## src/rtl/lcd_seq_addr_gen_if.sv

```systemverilog
// lcd_seq_addr_gen_if: ROM address handshake between the LCD address
// sequencer (master) and the ROM / pixel path (slave).
//   addr_valid  master -> slave  addr is meaningful
//   addr        master -> slave  ROM address
//   addr_ready  slave  -> master consumer accepts the current addr
interface lcd_seq_addr_gen_if #(
  parameter int unsigned ADDR_WIDTH = 17
);
  logic                  addr_valid;
  logic                  addr_ready;
  logic [ADDR_WIDTH-1:0] addr;

  modport master (
    output addr_valid,
    output addr,
    input  addr_ready
  );

  modport slave (
    input  addr_valid,
    input  addr,
    output addr_ready
  );
endinterface

```

## src/rtl/lcd_seq_addr_gen.sv

```systemverilog
// lcd_seq_addr_gen: address sequencer for the LCD command/pixel ROM path.
// Walks a compile-time table of NUM_SEG segments. Each segment ramps the
// address from SEG_START[i] to SEG_END[i], then holds SEG_END[i] for
// SEG_HOLD[i] extra beats. A beat is addr_valid & en & addr_ready; nothing
// advances without one. LOOP=1 restarts at segment 0 after the last segment.
//
// Ports:
//   clk, rst   clock, synchronous active-high reset
//   start      pulse, launches the sequence from IDLE or DONE
//   abort      synchronous return to IDLE (priority over start and beats)
//   en         global advance enable
//   bus        lcd_seq_addr_gen_if.master: addr_valid, addr, addr_ready
//   seg_idx    active segment index
//   seg_done   one-cycle pulse after the final beat of a segment
//   seq_done   one-cycle pulse after the final beat of the last segment
//   busy       high in RAMP/HOLD
//   mark       per-segment marker pulses
//
// Optional feature macro: LCD_SEQ_MARK_EN. When defined, mark[i] pulses the
// cycle after a ramp beat on addr==SEG_MARK[i] while seg_idx==i. When not
// defined, mark is tied to 0 and SEG_MARK is ignored.
module lcd_seq_addr_gen #(
  parameter int unsigned ADDR_WIDTH = 17,
  parameter int unsigned NUM_SEG    = 2,
  parameter int unsigned HOLD_WIDTH = 16,
  parameter logic [NUM_SEG*ADDR_WIDTH-1:0] SEG_START = {17'd10, 17'd4},
  parameter logic [NUM_SEG*ADDR_WIDTH-1:0] SEG_END   = {17'd11, 17'd6},
  parameter logic [NUM_SEG*HOLD_WIDTH-1:0] SEG_HOLD  = {16'd0, 16'd2},
  parameter logic [NUM_SEG*ADDR_WIDTH-1:0] SEG_MARK  = {17'd11, 17'd5},
  parameter bit LOOP = 1'b1
) (
  input  logic                       clk,
  input  logic                       rst,
  input  logic                       start,
  input  logic                       abort,
  input  logic                       en,
  lcd_seq_addr_gen_if.master         bus,
  output logic [$clog2(NUM_SEG):0]   seg_idx,
  output logic                       seg_done,
  output logic                       seq_done,
  output logic                       busy,
  output logic [NUM_SEG-1:0]         mark
);

  localparam int unsigned IDXW = $clog2(NUM_SEG) + 1;

  typedef enum logic [1:0] {S_IDLE, S_RAMP, S_HOLD, S_DONE} state_t;

  // Table sanity: every segment must ramp upwards (or be a single address).
  if (NUM_SEG < 1 || NUM_SEG > 16) begin : g_bad_num_seg
    $error("lcd_seq_addr_gen: NUM_SEG must be 1..16");
  end
  for (genvar g = 0; g < NUM_SEG; g++) begin : g_tbl_chk
    if (SEG_END[g*ADDR_WIDTH +: ADDR_WIDTH] < SEG_START[g*ADDR_WIDTH +: ADDR_WIDTH]) begin : g_bad
      $error("lcd_seq_addr_gen: segment %0d has SEG_END below SEG_START", g);
    end
  end
`ifndef LCD_SEQ_MARK_EN
  if ($bits(SEG_MARK) != NUM_SEG*ADDR_WIDTH) begin : g_bad_mark
    $error("lcd_seq_addr_gen: SEG_MARK width mismatch");
  end
`endif

  state_t                  state, state_nxt;
  logic [ADDR_WIDTH-1:0]   addr_q, addr_nxt;
  logic [IDXW-1:0]         idx_q, idx_nxt;
  logic [HOLD_WIDTH-1:0]   hold_q, hold_nxt;
  logic                    valid_q, valid_nxt;
  logic                    busy_q, busy_nxt;
  logic                    seg_done_q, seg_done_nxt;
  logic                    seq_done_q, seq_done_nxt;
  logic [NUM_SEG-1:0]      mark_q, mark_nxt;
  logic                    beat;
  logic                    seg_end;
  logic                    last_seg;
  logic [ADDR_WIDTH-1:0]   cur_end;
  logic [HOLD_WIDTH-1:0]   cur_hold;

  // Table lookups are written as explicit muxes so an index past the table
  // can never produce an out-of-range select.
  function automatic logic [ADDR_WIDTH-1:0] tbl_start(input logic [IDXW-1:0] i);
    tbl_start = '0;
    for (int unsigned s = 0; s < NUM_SEG; s++)
      if (i == IDXW'(s)) tbl_start = SEG_START[s*ADDR_WIDTH +: ADDR_WIDTH];
  endfunction

  function automatic logic [ADDR_WIDTH-1:0] tbl_end(input logic [IDXW-1:0] i);
    tbl_end = '0;
    for (int unsigned s = 0; s < NUM_SEG; s++)
      if (i == IDXW'(s)) tbl_end = SEG_END[s*ADDR_WIDTH +: ADDR_WIDTH];
  endfunction

  function automatic logic [HOLD_WIDTH-1:0] tbl_hold(input logic [IDXW-1:0] i);
    tbl_hold = '0;
    for (int unsigned s = 0; s < NUM_SEG; s++)
      if (i == IDXW'(s)) tbl_hold = SEG_HOLD[s*HOLD_WIDTH +: HOLD_WIDTH];
  endfunction

  assign beat     = valid_q & en & bus.addr_ready;
  assign last_seg = (idx_q == IDXW'(NUM_SEG - 1));
  assign cur_end  = tbl_end(idx_q);
  assign cur_hold = tbl_hold(idx_q);

  always_ff @(posedge clk) begin
    if (rst) begin
      state      <= S_IDLE;
      addr_q     <= tbl_start('0);
      idx_q      <= '0;
      hold_q     <= '0;
      valid_q    <= 1'b0;
      busy_q     <= 1'b0;
      seg_done_q <= 1'b0;
      seq_done_q <= 1'b0;
      mark_q     <= '0;
    end else begin
      state      <= state_nxt;
      addr_q     <= addr_nxt;
      idx_q      <= idx_nxt;
      hold_q     <= hold_nxt;
      valid_q    <= valid_nxt;
      busy_q     <= busy_nxt;
      seg_done_q <= seg_done_nxt;
      seq_done_q <= seq_done_nxt;
      mark_q     <= mark_nxt;
    end
  end

  always_comb begin
    state_nxt    = state;
    addr_nxt     = addr_q;
    idx_nxt      = idx_q;
    hold_nxt     = hold_q;
    valid_nxt    = valid_q;
    busy_nxt     = busy_q;
    seg_done_nxt = 1'b0;
    seq_done_nxt = 1'b0;
    mark_nxt     = '0;
    seg_end      = 1'b0;

    case (state)
      S_IDLE, S_DONE: begin
        if (start) begin
          state_nxt = S_RAMP;
          addr_nxt  = tbl_start('0);
          idx_nxt   = '0;
          hold_nxt  = '0;
          valid_nxt = 1'b1;
          busy_nxt  = 1'b1;
        end
      end
      S_RAMP: begin
        if (beat) begin
          if (addr_q < cur_end) begin
            addr_nxt = addr_q + 1'b1;
          end else if (cur_hold != '0) begin
            state_nxt = S_HOLD;
            hold_nxt  = cur_hold - 1'b1;
          end else begin
            seg_end = 1'b1;
          end
        end
      end
      S_HOLD: begin
        if (beat) begin
          if (hold_q != '0) hold_nxt = hold_q - 1'b1;
          else              seg_end  = 1'b1;
        end
      end
      default: state_nxt = S_IDLE;
    endcase

    // The next segment's first address is loaded on the same edge that
    // retires the current one, so the consumer sees no gap cycle.
    if (seg_end) begin
      seg_done_nxt = 1'b1;
      hold_nxt     = '0;
      if (!last_seg) begin
        idx_nxt   = idx_q + 1'b1;
        addr_nxt  = tbl_start(idx_q + 1'b1);
        state_nxt = S_RAMP;
      end else begin
        seq_done_nxt = 1'b1;
        if (LOOP) begin
          idx_nxt   = '0;
          addr_nxt  = tbl_start('0);
          state_nxt = S_RAMP;
        end else begin
          state_nxt = S_DONE;
          valid_nxt = 1'b0;
          busy_nxt  = 1'b0;
        end
      end
    end

`ifdef LCD_SEQ_MARK_EN
    // Only ramp beats qualify, so a hold parked on the marker address
    // produces a single pulse.
    if (beat && state == S_RAMP) begin
      for (int unsigned s = 0; s < NUM_SEG; s++)
        if (idx_q == IDXW'(s) && addr_q == SEG_MARK[s*ADDR_WIDTH +: ADDR_WIDTH])
          mark_nxt[s] = 1'b1;
    end
`endif

    if (abort) begin
      state_nxt    = S_IDLE;
      addr_nxt     = addr_q;
      idx_nxt      = idx_q;
      hold_nxt     = '0;
      valid_nxt    = 1'b0;
      busy_nxt     = 1'b0;
      seg_done_nxt = 1'b0;
      seq_done_nxt = 1'b0;
      mark_nxt     = '0;
    end
  end

  assign bus.addr_valid = valid_q;
  assign bus.addr       = addr_q;
  assign seg_idx        = idx_q;
  assign seg_done       = seg_done_q;
  assign seq_done       = seq_done_q;
  assign busy           = busy_q;
  assign mark           = mark_q;

endmodule

```

## src/flat_wrapper.sv

```systemverilog
// flat-port wrapper written by rule: the top's interface ports become plain ports
module lcd_seq_addr_gen_flat 
#(
  parameter int unsigned ADDR_WIDTH = 17,
  parameter int unsigned NUM_SEG    = 2,
  parameter int unsigned HOLD_WIDTH = 16,
  parameter logic [NUM_SEG*ADDR_WIDTH-1:0] SEG_START = {17'd10, 17'd4},
  parameter logic [NUM_SEG*ADDR_WIDTH-1:0] SEG_END   = {17'd11, 17'd6},
  parameter logic [NUM_SEG*HOLD_WIDTH-1:0] SEG_HOLD  = {16'd0, 16'd2},
  parameter logic [NUM_SEG*ADDR_WIDTH-1:0] SEG_MARK  = {17'd11, 17'd5},
  parameter bit LOOP = 1'b1
)
  (clk, rst, start, abort, en, seg_idx, seg_done, seq_done, busy, mark, bus_addr_valid, bus_addr, bus_addr_ready);
  lcd_seq_addr_gen_if #(.ADDR_WIDTH(ADDR_WIDTH)) bus_i ();
  input  logic clk;
  input  logic rst;
  input  logic start;
  input  logic abort;
  input  logic en;
  output logic [$clog2(NUM_SEG):0] seg_idx;
  output logic seg_done;
  output logic seq_done;
  output logic busy;
  output logic [NUM_SEG-1:0] mark;
  output wire logic [$bits(bus_i.addr_valid)-1:0] bus_addr_valid;
  output wire logic [$bits(bus_i.addr)-1:0] bus_addr;
  input wire logic [$bits(bus_i.addr_ready)-1:0] bus_addr_ready;
  assign bus_addr_valid = bus_i.addr_valid;
  assign bus_addr = bus_i.addr;
  assign bus_i.addr_ready = bus_addr_ready;
  lcd_seq_addr_gen #(.ADDR_WIDTH(ADDR_WIDTH), .NUM_SEG(NUM_SEG), .HOLD_WIDTH(HOLD_WIDTH), .SEG_START(SEG_START), .SEG_END(SEG_END), .SEG_HOLD(SEG_HOLD), .SEG_MARK(SEG_MARK), .LOOP(LOOP)) u_core (.clk(clk), .rst(rst), .start(start), .abort(abort), .en(en), .bus(bus_i), .seg_idx(seg_idx), .seg_done(seg_done), .seq_done(seq_done), .busy(busy), .mark(mark));
endmodule
```

## config.mk

```make
export PLATFORM = sky130hd
export DESIGN_NAME = lcd_seq_addr_gen_flat
export DESIGN_NICKNAME = d
export VERILOG_FILES = /design/src/rtl/lcd_seq_addr_gen_if.sv /design/src/rtl/lcd_seq_addr_gen.sv /design/src/flat_wrapper.sv
export SDC_FILE = /design/constraint.sdc
export NUM_CORES = 1
export LEC_CHECK = 0
export BUFFER_PORTS_ARGS = -buffer_cell sky130_fd_sc_hd__buf_4
export CORE_MARGIN = 5
export CORE_UTILIZATION = 30
export DETAILED_ROUTE_END_ITERATION = 6
export SLEW_MARGIN = 20
export SYNTH_ARGS = -nofsm -noshare
export SYNTH_HDL_FRONTEND = slang
export SYNTH_SLANG_ARGS = --single-unit
```

## constraint.sdc

```tcl
create_clock -name clk -period 3.1 [get_ports clk]
set_clock_uncertainty 0.05 [all_clocks]
set_input_delay 0.31 -clock clk [delete_from_list [all_inputs] [get_ports clk]]
set_output_delay 0.31 -clock clk [all_outputs]
set_load 0.01 [all_outputs]
```

After elaboration in Yosys (flattened, before gate mapping)
Cells that the tools add are included.
W data, S select, Z words.
{ "op_classes": {"n_addsub": 4, "n_reduce_logical": 19, "n_lt_le_gt_ge": 1, "n_eq_ne": 16, "muxes": 37, "n_bitwise": 4} }
{ "op_table": {"columns": ["cell", "n"], "rows": [
  ["$mux W16", 6],
  ["$mux W17", 5],
  ["$pmux W16 S3", 1],
  ["$pmux W17 S2", 1],
  ["$reduce_bool A16 Y1", 2],
  ["$mux W2", 10],
  ["$add A17 B1 Y17 const B", 1],
  ["$lt A17 B17 Y1", 1],
  ["$sub A16 B1 Y16 const B", 1],
  ["$reduce_and A5 Y1", 3],
  ["$ne A3 B1 Y1 const B", 3],
  ["$mux W1", 8],
  ["$mux W4", 2],
  ["$ne A2 B1 Y1 const B", 4],
  ["$eq A2 B1 Y1 const B", 3],
  ["$logic_not A2 Y1", 3],
  ["$mux W3", 2],
  ["$ne A3 B2 Y1 const B", 2],
  ["$reduce_and A6 Y1", 1],
  ["$reduce_bool A2 Y1", 3],
  ["$reduce_or A3 Y1", 2],
  ["$eq A2 B2 Y1 const B", 2],
  ["$ne A2 B2 Y1 const B", 2],
  ["$pmux W2 S2", 1],
  ["9 further kinds", 12]
]} }
{ "totals": {"ff_bits": 40, "input_bits": 6, "elab_cells": 89} }

Logic depth before layout (Yosys ltp)
Gate-level depths: netlist of run 1.
{ "logic_depth": {"ltp_word": 10, "mapped_depth": 10, "ltp_nobuf": 9} }

Least setup slack after synthesis of run 1
OpenSTA, ideal clock, no wires.
{ "synth_timing": {"path_type": "reg2reg", "from": "register u_core.idx_q[1] (netlist: u_core.seg_idx[1])", "to": "register u_core.hold_q[12]", "path_stages_with_launch": 11, "required_time_ns": 2.974, "slack_ns": 0.585, "path_buffers": 1, "period_less_slack_ns": 2.515, "arrival_ns": 2.389, "path_cell_list": "dfxtp_1 -> nor2_1 -> inv_1 -> ha_1 -> nand4b_1 -> o22a_2 -> a31oi_4 -> o221ai_4 -> or3_1 -> buf_6 -> o22ai_4"} }
{ "synth_via": {"elab_chain_cells": 9, "word_cells_on_any_way": 21, "cone_classes": "1 x add/sub; 1 x order compare; 3 x eq/ne; 12 x mux; 4 x reduce/logical"} }
{ "synth_lines": {"columns": ["item", "line", "source"], "rows": [
  ["start: declaration", "lcd_seq_addr_gen.sv:66", "logic [IDXW-1:0] idx_q, idx_nxt;"],
  ["start signal: assignment", "lcd_seq_addr_gen.sv:118", "idx_q <= idx_nxt;"],
  ["parallel branches: the longest is 9 deep, another holds $lt A17 B17 Y1", null, null],
  ["end signal: assignment", "lcd_seq_addr_gen.sv:119", "hold_q <= hold_nxt;"],
  ["end: declaration", "lcd_seq_addr_gen.sv:67", "logic [HOLD_WIDTH-1:0] hold_q, hold_nxt;"]
]} }
Several ways; the timed one is not identified. The select of a mux whose other input is x is not followed.
A chain may end at the register's enable or synchronous reset.

Worst setup path in the final report of run 1
{ "layout_timing": {"from": "register u_core.idx_q[1] (netlist: u_core.seg_idx[1])", "to": "register u_core.addr_q[1] (netlist: u_core.bus.addr[1])"} }
{ "layout_via": {"elab_chain_cells": 10, "word_cells_on_any_way": 22, "cone_classes": "1 x add/sub; 1 x order compare; 5 x eq/ne; 11 x mux; 4 x reduce/logical"} }
{ "layout_lines": {"columns": ["item", "line", "source"], "rows": [
  ["parallel branches: the longest is 10 deep, another holds $lt A17 B17 Y1", null, null],
  ["end signal: assignment", "lcd_seq_addr_gen.sv:107", "addr_q <= tbl_start('0);"],
  ["end signal: assignment", "lcd_seq_addr_gen.sv:117", "addr_q <= addr_nxt;"],
  ["end: declaration", "lcd_seq_addr_gen.sv:65", "logic [ADDR_WIDTH-1:0] addr_q, addr_nxt;"]
]} }
Several ways; the timed one is not identified.

==> results.sh, run 1 <==
export IMPL_outcome="completed"
export IMPL_relSlewSlack_pct=56.28
export IMPL_clock_sinks=40
export IMPL_p_leak_uw=0.001105
export IMPL_setup_viol=0
export IMPL_fin_crit_sh_pct=91.61
export IMPL_vias=2230
export IMPL_drtIter0Drc=77
export IMPL_path_class="reg -> reg"
export IMPL_cts_buffers=5
export IMPL_area_growth_pct=16.05
export IMPL_total_power_uw=1127
export IMPL_crit_required_ns=3.23
export IMPL_r2r_end="u_core.bus.addr[1]$_SDFFE_PP0P_"
export IMPL_synth_edf_count=0
export IMPL_final_util_pct=35.82
export IMPL_cts_tree="built"
export IMPL_synth_top_cell_by_area="dfxtp_1"
export IMPL_worst_slew_pin_slew_ns=0.6514
export IMPL_portBuffers=28
export IMPL_drive_gt1_share_pct=26.90
export IMPL_critPathLaunch="u_core.seg_idx[1]$_SDFFE_PP0P_"
export IMPL_clkSlewWorstSetupHoldPaths_ns=0.08
export IMPL_final_nets=329
export IMPL_rsz0062_at_grt="false"
export IMPL_synth_seq_cells=40
export IMPL_post_dp_hpwl_mm=4.701
export IMPL_cpMostUsedCell="nor3_1"
export IMPL_synthFlopType="dfxtp_1"
export IMPL_synth_common_cells="dfxtp_1, a21oi_1, nand2_1"
export IMPL_worstSetupStartpointType="flip-flop"
export IMPL_grt_overflow=0
export IMPL_critPathCaptureType="flip-flop"
export IMPL_yosys_top_cells_area="dfxtp_1, a21oi_1, ha_1, nand2_1, nor4_4"
export IMPL_worst_path_max_fanout=6
export IMPL_grt_max_degree=18
export IMPL_insertion_delay_ns=0.30
export IMPL_place_congestion=0.8727
export IMPL_root_buffer="clkbuf_8"
export IMPL_num_antenna_cells=0
export IMPL_detail_route_first_pass_iterations=4
export IMPL_report_final_slew_viol_count=0
export IMPL_max_cap_violations=0
export IMPL_ios=31
export IMPL_htreeDepth=2
export IMPL_core_area_um2=8258
export IMPL_synth_top_cell_area_share_pct=31.42
export IMPL_ir_drop_uv=194.0
export IMPL_tns_ns=0
export IMPL_floorplan_initialDensity_pct=30.86
export IMPL_wl_per_cell_um=15.39
export IMPL_crit_chain="nor2_1 -> inv_1 -> ha_1 -> nand4b_1 -> o22ai_1 -> o31a_1 -> nor3_1 -> a2111oi_0 -> nor3_1"
export IMPL_synth_distinct_cells=68
export IMPL_grt_antenna_before_repair=0
export IMPL_finalNonFillerCells=421
export IMPL_vias_per_cell=5.297
export IMPL_die_h_um=102.2
export IMPL_min_period_ns=2.840
export IMPL_clock_path_buffers=2
export IMPL_worstReg2RegStart="u_core.seg_idx[1]$_SDFFE_PP0P_"
export IMPL_critPathArrivalTime_ns=2.97
export IMPL_reg2reg_setup_slack_ns=0.26
export IMPL_yosys_warnings=0
export IMPL_yosysSeqAreaShare_pct=31.42
export IMPL_hold_viol=0
export IMPL_critPathSlowestCell="o22ai_1"
export IMPL_synthArstFlopShare_pct=0
export IMPL_rr_worst_depth=9
export IMPL_drcViolationCount=0
export IMPL_postPlaceCellArea_um2=2826
export IMPL_syn_cell_area_um2=2549
export IMPL_fmax_ghz=0.3521
export IMPL_grt_usage_pct=13.15
export IMPL_cts_setup_buffers=0
export IMPL_dp_cells=413
export IMPL_yosysMostFrequentCell="dfxtp_1"
export IMPL_syn_area_per_cell_um2=8.789
export IMPL_wl_mm=6.481
export IMPL_die_w_um=102.2
export IMPL_rows=33
export IMPL_postLayoutCellArea_um2=2958
export IMPL_grt_pass1_wl_mm=11.09
export IMPL_p_per_area_nw_per_um2=380.9
export IMPL_grt_pass1_vias=2319
export IMPL_cpPeakStageDelay_ns=0.48
export IMPL_die_area_um2=10440
export IMPL_crit_end="u_core.bus.addr[1]$_SDFFE_PP0P_"
export IMPL_drtAntennaViolNets=0
export IMPL_min_path_type="in -> reg"
export IMPL_synth_cells=290
[per-stage QoR]
| stage | hold WS, ns | setup WS [ns] |
|---|---|---|
| final | 0.2631 | 0.2600 |
| after global routing | 0.2636 | 0.003719 |
| after CTS | 0.2589 | 0.2122 |
| after detailed placement | 0.4321 | 0.2382 |
| after global placement | 0.4306 | 0.3447 |
| after floorplan | 0.4075 | 0.5850 |
[placed cells by master, fill, tap and decap left out, types with 5 or more instances in the layout]
master	Yosys	routed
and2_1	7	7
nor4_1	7	7
o211ai_1	5	5
o21ai_2	5	5
ha_1	8	8
nand2_1	26	26
buf_4	4	34
o21ai_0	10	10
dfxtp_1	40	40
inv_1	14	14
nor3_1	9	9
and3_1	5	5
nor2_1	17	17
nor3b_1	5	5
xnor2_1	5	5
clkbuf_8	1	7
a31oi_1	7	7
nand3_1	6	6
a21oi_1	26	26
[critical path, delay by kind of cell, from the launching register on]
kind                       cells  cell delay, ns
DFF                            1            0.37
and+or+nand+nor                4            0.57
adders and majority gates      1            0.33
AOI/OAI and AO/OA              3            1.25
buffers and inverters          1            0.16
[cell families after synthesis]
logic type,after synthesis,synth area share (%)
other cells,1,0.1471
fa+ha+maj,8,3.928
simple gates,118,29.65
compound gates,87,26.66
buf+inv,31,6.480
flops,40,31.42
xor+xnor,5,1.718
[worst min path at each step]
stage	end	cells past startpoint	from	slack (ns)
after floorplan	u_core.hold_q[11]$_SDFFE_PP0P_	2	u_core.hold_q[11]$_SDFFE_PP0P_	0.41
after global placement	u_core.hold_q[11]$_SDFFE_PP0P_	2	u_core.hold_q[11]$_SDFFE_PP0P_	0.43
after detailed placement	u_core.hold_q[11]$_SDFFE_PP0P_	2	u_core.hold_q[11]$_SDFFE_PP0P_	0.43
after CTS	u_core.state[0]$_SDFFE_PP0P_	2	abort	0.26
after global routing	u_core.state[0]$_SDFFE_PP0P_	2	abort	0.26
final	u_core.state[0]$_SDFFE_PP0P_	2	abort	0.26
[routing by layer]
| layer | wire length [um] | vias to the layer above | GRT usage [%] |
|---|---|---|---|
| li1 | - | 1114 | - |
| met1 | 3137 | 1068 | 17.43 |
| met2 | 3063 | 39 | 21.54 |
| met3 | 207 | 9 | 2.935 |
| met4 | 72 | 0 | 3.633 |
| met5 | 0 | - | 0 |
[power breakdown]
| part | total [uW] | internal [uW] | switching, uW |
|---|---|---|---|
| clock network | 477 | 284 | 193 |
| logic | 126 | 45.6 | 80.1 |
| registers | 524 | 518 | 6.22 |
[registers in the layout, summed over array words and instances, names as in the netlist]
signal           flops
u_core.bus.addr     17
u_core.state         2
u_core.seg_done      1
u_core.hold_q       16
u_core.busy          1
u_core.seg_idx       2
u_core.seq_done      1
[what timing repair did]
action	4_1_cts	5_1_grt
resized for setup	0	1
endpoints found under the setup margin	0	1
hold buffers	0	0
[area by class of cell]
class | count | area, um^2
clock inverters | 1 | 30.03
inverters | 14 | 52.55
well taps | 105 | 131.4
repair buffers | 34 | 255.2
fillers | 875 | 5300
multi-input cells | 220 | 1592
clock buffers | 7 | 96.34
flip-flops and latches | 40 | 800.8
Power figures use the tool's default switching activity.
==> run 2, diff against run 1 <==
Settings changed: ABC_AREA set to 1.
==> results.sh, run 2 <==
export IMPL_outcome="completed"
export IMPL_detail_route_first_pass_iterations=5
export IMPL_postCtsHoldBufs=0
export IMPL_cp_depth=15
export IMPL_yosysMostFrequentCell="nand2_1"
export IMPL_syn_cell_area_um2=2265
export IMPL_grt_pass1_vias=2011
export IMPL_rr_worst_depth=15
export IMPL_largest_reg_flops=17
export IMPL_num_antenna_cells=0
export IMPL_vias=2078
export IMPL_grt_antenna_before_repair=0
export IMPL_synth_seq_cells=40
export IMPL_rows=31
export IMPL_gr_usage_met3_pct=2.734
export IMPL_critPathCaptureType="flip-flop"
export IMPL_cpMostUsedCell="nand2_1"
export IMPL_yosys_top_cells_area="dfxtp_1, nand2_1, inv_1, nor2_1, o21ai_0"
export IMPL_drtAntennaViolNets=0
export IMPL_grt_max_degree=18
export IMPL_crit_end="u_core.hold_q[8]$_SDFFE_PP0P_"
export IMPL_final_nets=385
export IMPL_synth_common_cells="nand2_1, inv_1, nor2_1"
export IMPL_busiest_layer="met2"
export IMPL_min_period_ns=2.539
export IMPL_vias_per_cell=4.412
export IMPL_fin_crit_sh_pct=81.91
export IMPL_die_w_um=96.89
export IMPL_hp_start="rst"
export IMPL_cts_resized=0
export IMPL_crit_buf_inv=2
export IMPL_grt_overflow=0
export IMPL_drive_gt1_share_pct=15.86
export IMPL_clock_path_buffers=2
export IMPL_critPathTopFamily="simple AND/OR/NAND/NOR gates"
export IMPL_synthFlopType="dfxtp_1"
export IMPL_crit_required_ns=3.27
export IMPL_rsz0062_at_grt="false"
export IMPL_met2_usage_pct=18.05
export IMPL_core_area_um2=7292
export IMPL_yosysSeqAreaShare_pct=35.36
export IMPL_min_path_type="in -> reg"
export IMPL_synth_edf_count=0
export IMPL_dpl_worst_slack_ns=0.5987
export IMPL_synthArstFlopShare_pct=0
export IMPL_grt_usage_pct=11.06
export IMPL_portBuffers=28
export IMPL_mostFrequentLayoutCells="nand2_1, inv_1, nor2_1"
export IMPL_wl_per_cell_um=10.72
export IMPL_setup_viol=0
export IMPL_htreeDepth=2
export IMPL_crit_chain="nor2_1 -> inv_1 -> ha_1 -> nand2_1 -> inv_1 -> nand2_1 -> nand2_1 -> nand2_1 -> nand2_2 -> nand2_1 -> nand2_2 -> nand4_2 -> nor2_4 -> nand2_1 -> a21oi_1"
export IMPL_reg2reg_setup_slack_ns=0.56
export IMPL_place_congestion=0.8272
export IMPL_p_leak_uw=0.001239
export IMPL_path_class="reg -> reg"
export IMPL_worstReg2RegStart="u_core.seg_idx[0]$_SDFFE_PP0P_"
export IMPL_layout_setup_ws_ns=0.5609
export IMPL_synth_top_cell_by_area="dfxtp_1"
export IMPL_p_per_area_nw_per_um2=453.3
export IMPL_yosys_warnings=0
export IMPL_critPathArrivalTime_ns=2.71
export IMPL_area_growth_pct=17.35
export IMPL_r2r_end="u_core.hold_q[8]$_SDFFE_PP0P_"
export IMPL_wl_mm=5.049
export IMPL_drtIter0Drc=60
export IMPL_max_cap_violations=0
export IMPL_cts_tree="built"
export IMPL_syn_area_per_cell_um2=6.583
export IMPL_fmax_ghz=0.3938
export IMPL_critPathSlowestCell="nor2_4"
export IMPL_report_final_slew_viol_count=0
export IMPL_clock_sinks=40
export IMPL_cpPeakStageDelay_ns=0.41
export IMPL_ir_drop_uv=280.5
export IMPL_clkSlewWorstSetupHoldPaths_ns=0.09
export IMPL_tns_ns=0
export IMPL_worst_path_max_fanout=16
export IMPL_cts_setup_buffers=0
export IMPL_hold_viol=0
export IMPL_synth_cells=344
export IMPL_fillers=820
export IMPL_root_buffer="clkbuf_8"
export IMPL_grt_pass1_wl_mm=8.963
export IMPL_worstSetupStartpointType="flip-flop"
export IMPL_die_area_um2=9387
export IMPL_critPathLaunch="u_core.seg_idx[0]$_SDFFE_PP0P_"
export IMPL_insertion_delay_ns=0.29
export IMPL_drcViolationCount=0
export IMPL_synth_distinct_cells=28
export IMPL_cts_buffers=5
export IMPL_layout_commonest_cell="nand2_1"
export IMPL_post_dp_hpwl_mm=3.770
export IMPL_synth_top_cell_area_share_pct=35.36
export IMPL_floorplan_initialDensity_pct=31.06
export IMPL_die_h_um=96.89
export IMPL_grt_util_met1_pct=14.65
export IMPL_ios=31
run 2: changes by cell type in the layout (fill, tap and decap cells not counted), moves of 5 or more:
cell,previous run,this run
nand2_1,26,81
nor4_1,7,0
o21ai_0,10,29
and3_1,5,0
o21ai_2,5,0
and2_1,7,0
o211ai_1,5,0
inv_1,14,50
nand3_1,6,13
nor2_1,17,47
a31oi_1,7,2
run 2: logic make-up after synthesis:
group                    Yosys count  share of synthesized area (%)
AND/OR/NAND/NOR                  170                          33.54
buffers and inverters             66                          12.60
AO/OA/AOI/OAI                     55                          12.38
flip-flops                        40                          35.36
adder cells (fa/ha/maj)            8                          4.420
XOR/XNOR                           4                          1.547
other                              1                         0.1656
run 2: per-stage QoR:
step                power (uW)  hold slack [ns]  util, %  std cells  area [um^2]
floorplan                719.5           0.3368        -        345         2268
global placement         773.8           0.3933    34.87        463         2542
detailed placement       775.1           0.3965    34.87        463         2542
CTS                       1222           0.2416    36.44        471         2658
global route              1282           0.2383    36.44        471         2658
finish                    1205           0.2417    36.44        471         2658
run 2: per-layer routing:
| layer | up-vias | wire length, um |
|---|---|---|
| li1 | 1124 | - |
| met1 | 915 | 2521 |
| met2 | 37 | 2322 |
| met3 | 2 | 189 |
| met4 | 0 | 17 |
| met5 | - | 0 |
run 2: worst min path at each step:
| stage | endpoint | slack [ns] | cells past startpoint |
|---|---|---|---|
| floorplan | u_core.bus.addr[10]$_SDFFE_PP0P_ | 0.34 | 1 |
| global placement | u_core.bus.addr[16]$_SDFFE_PP0P_ | 0.39 | 2 |
| detailed placement | u_core.bus.addr[7]$_SDFFE_PP0P_ | 0.40 | 2 |
| CTS | u_core.bus.addr[16]$_SDFFE_PP0P_ | 0.24 | 2 |
| global route | u_core.bus.addr[16]$_SDFFE_PP0P_ | 0.24 | 2 |
| finish | u_core.bus.addr[8]$_SDFFE_PP0P_ | 0.24 | 2 |
run 2: power breakdown:
| group | switching [uW] | internal (uW) |
|---|---|---|
| logic | 144 | 78.0 |
| clock network | 200 | 243 |
| registers | 15.1 | 525 |
run 2: layout make-up:
class | count | area [um^2] | area share [%]
timing repair buffer | 31 | 232.7 | 8.757
inverter | 54 | 202.7 | 7.627
clock inverter | 3 | 46.29 | 1.742
sequential | 40 | 800.8 | 30.13
clock buffer | 5 | 68.82 | 2.589
tap | 99 | 123.9 | 4.661
multi-input combinational | 239 | 1182 | 44.49
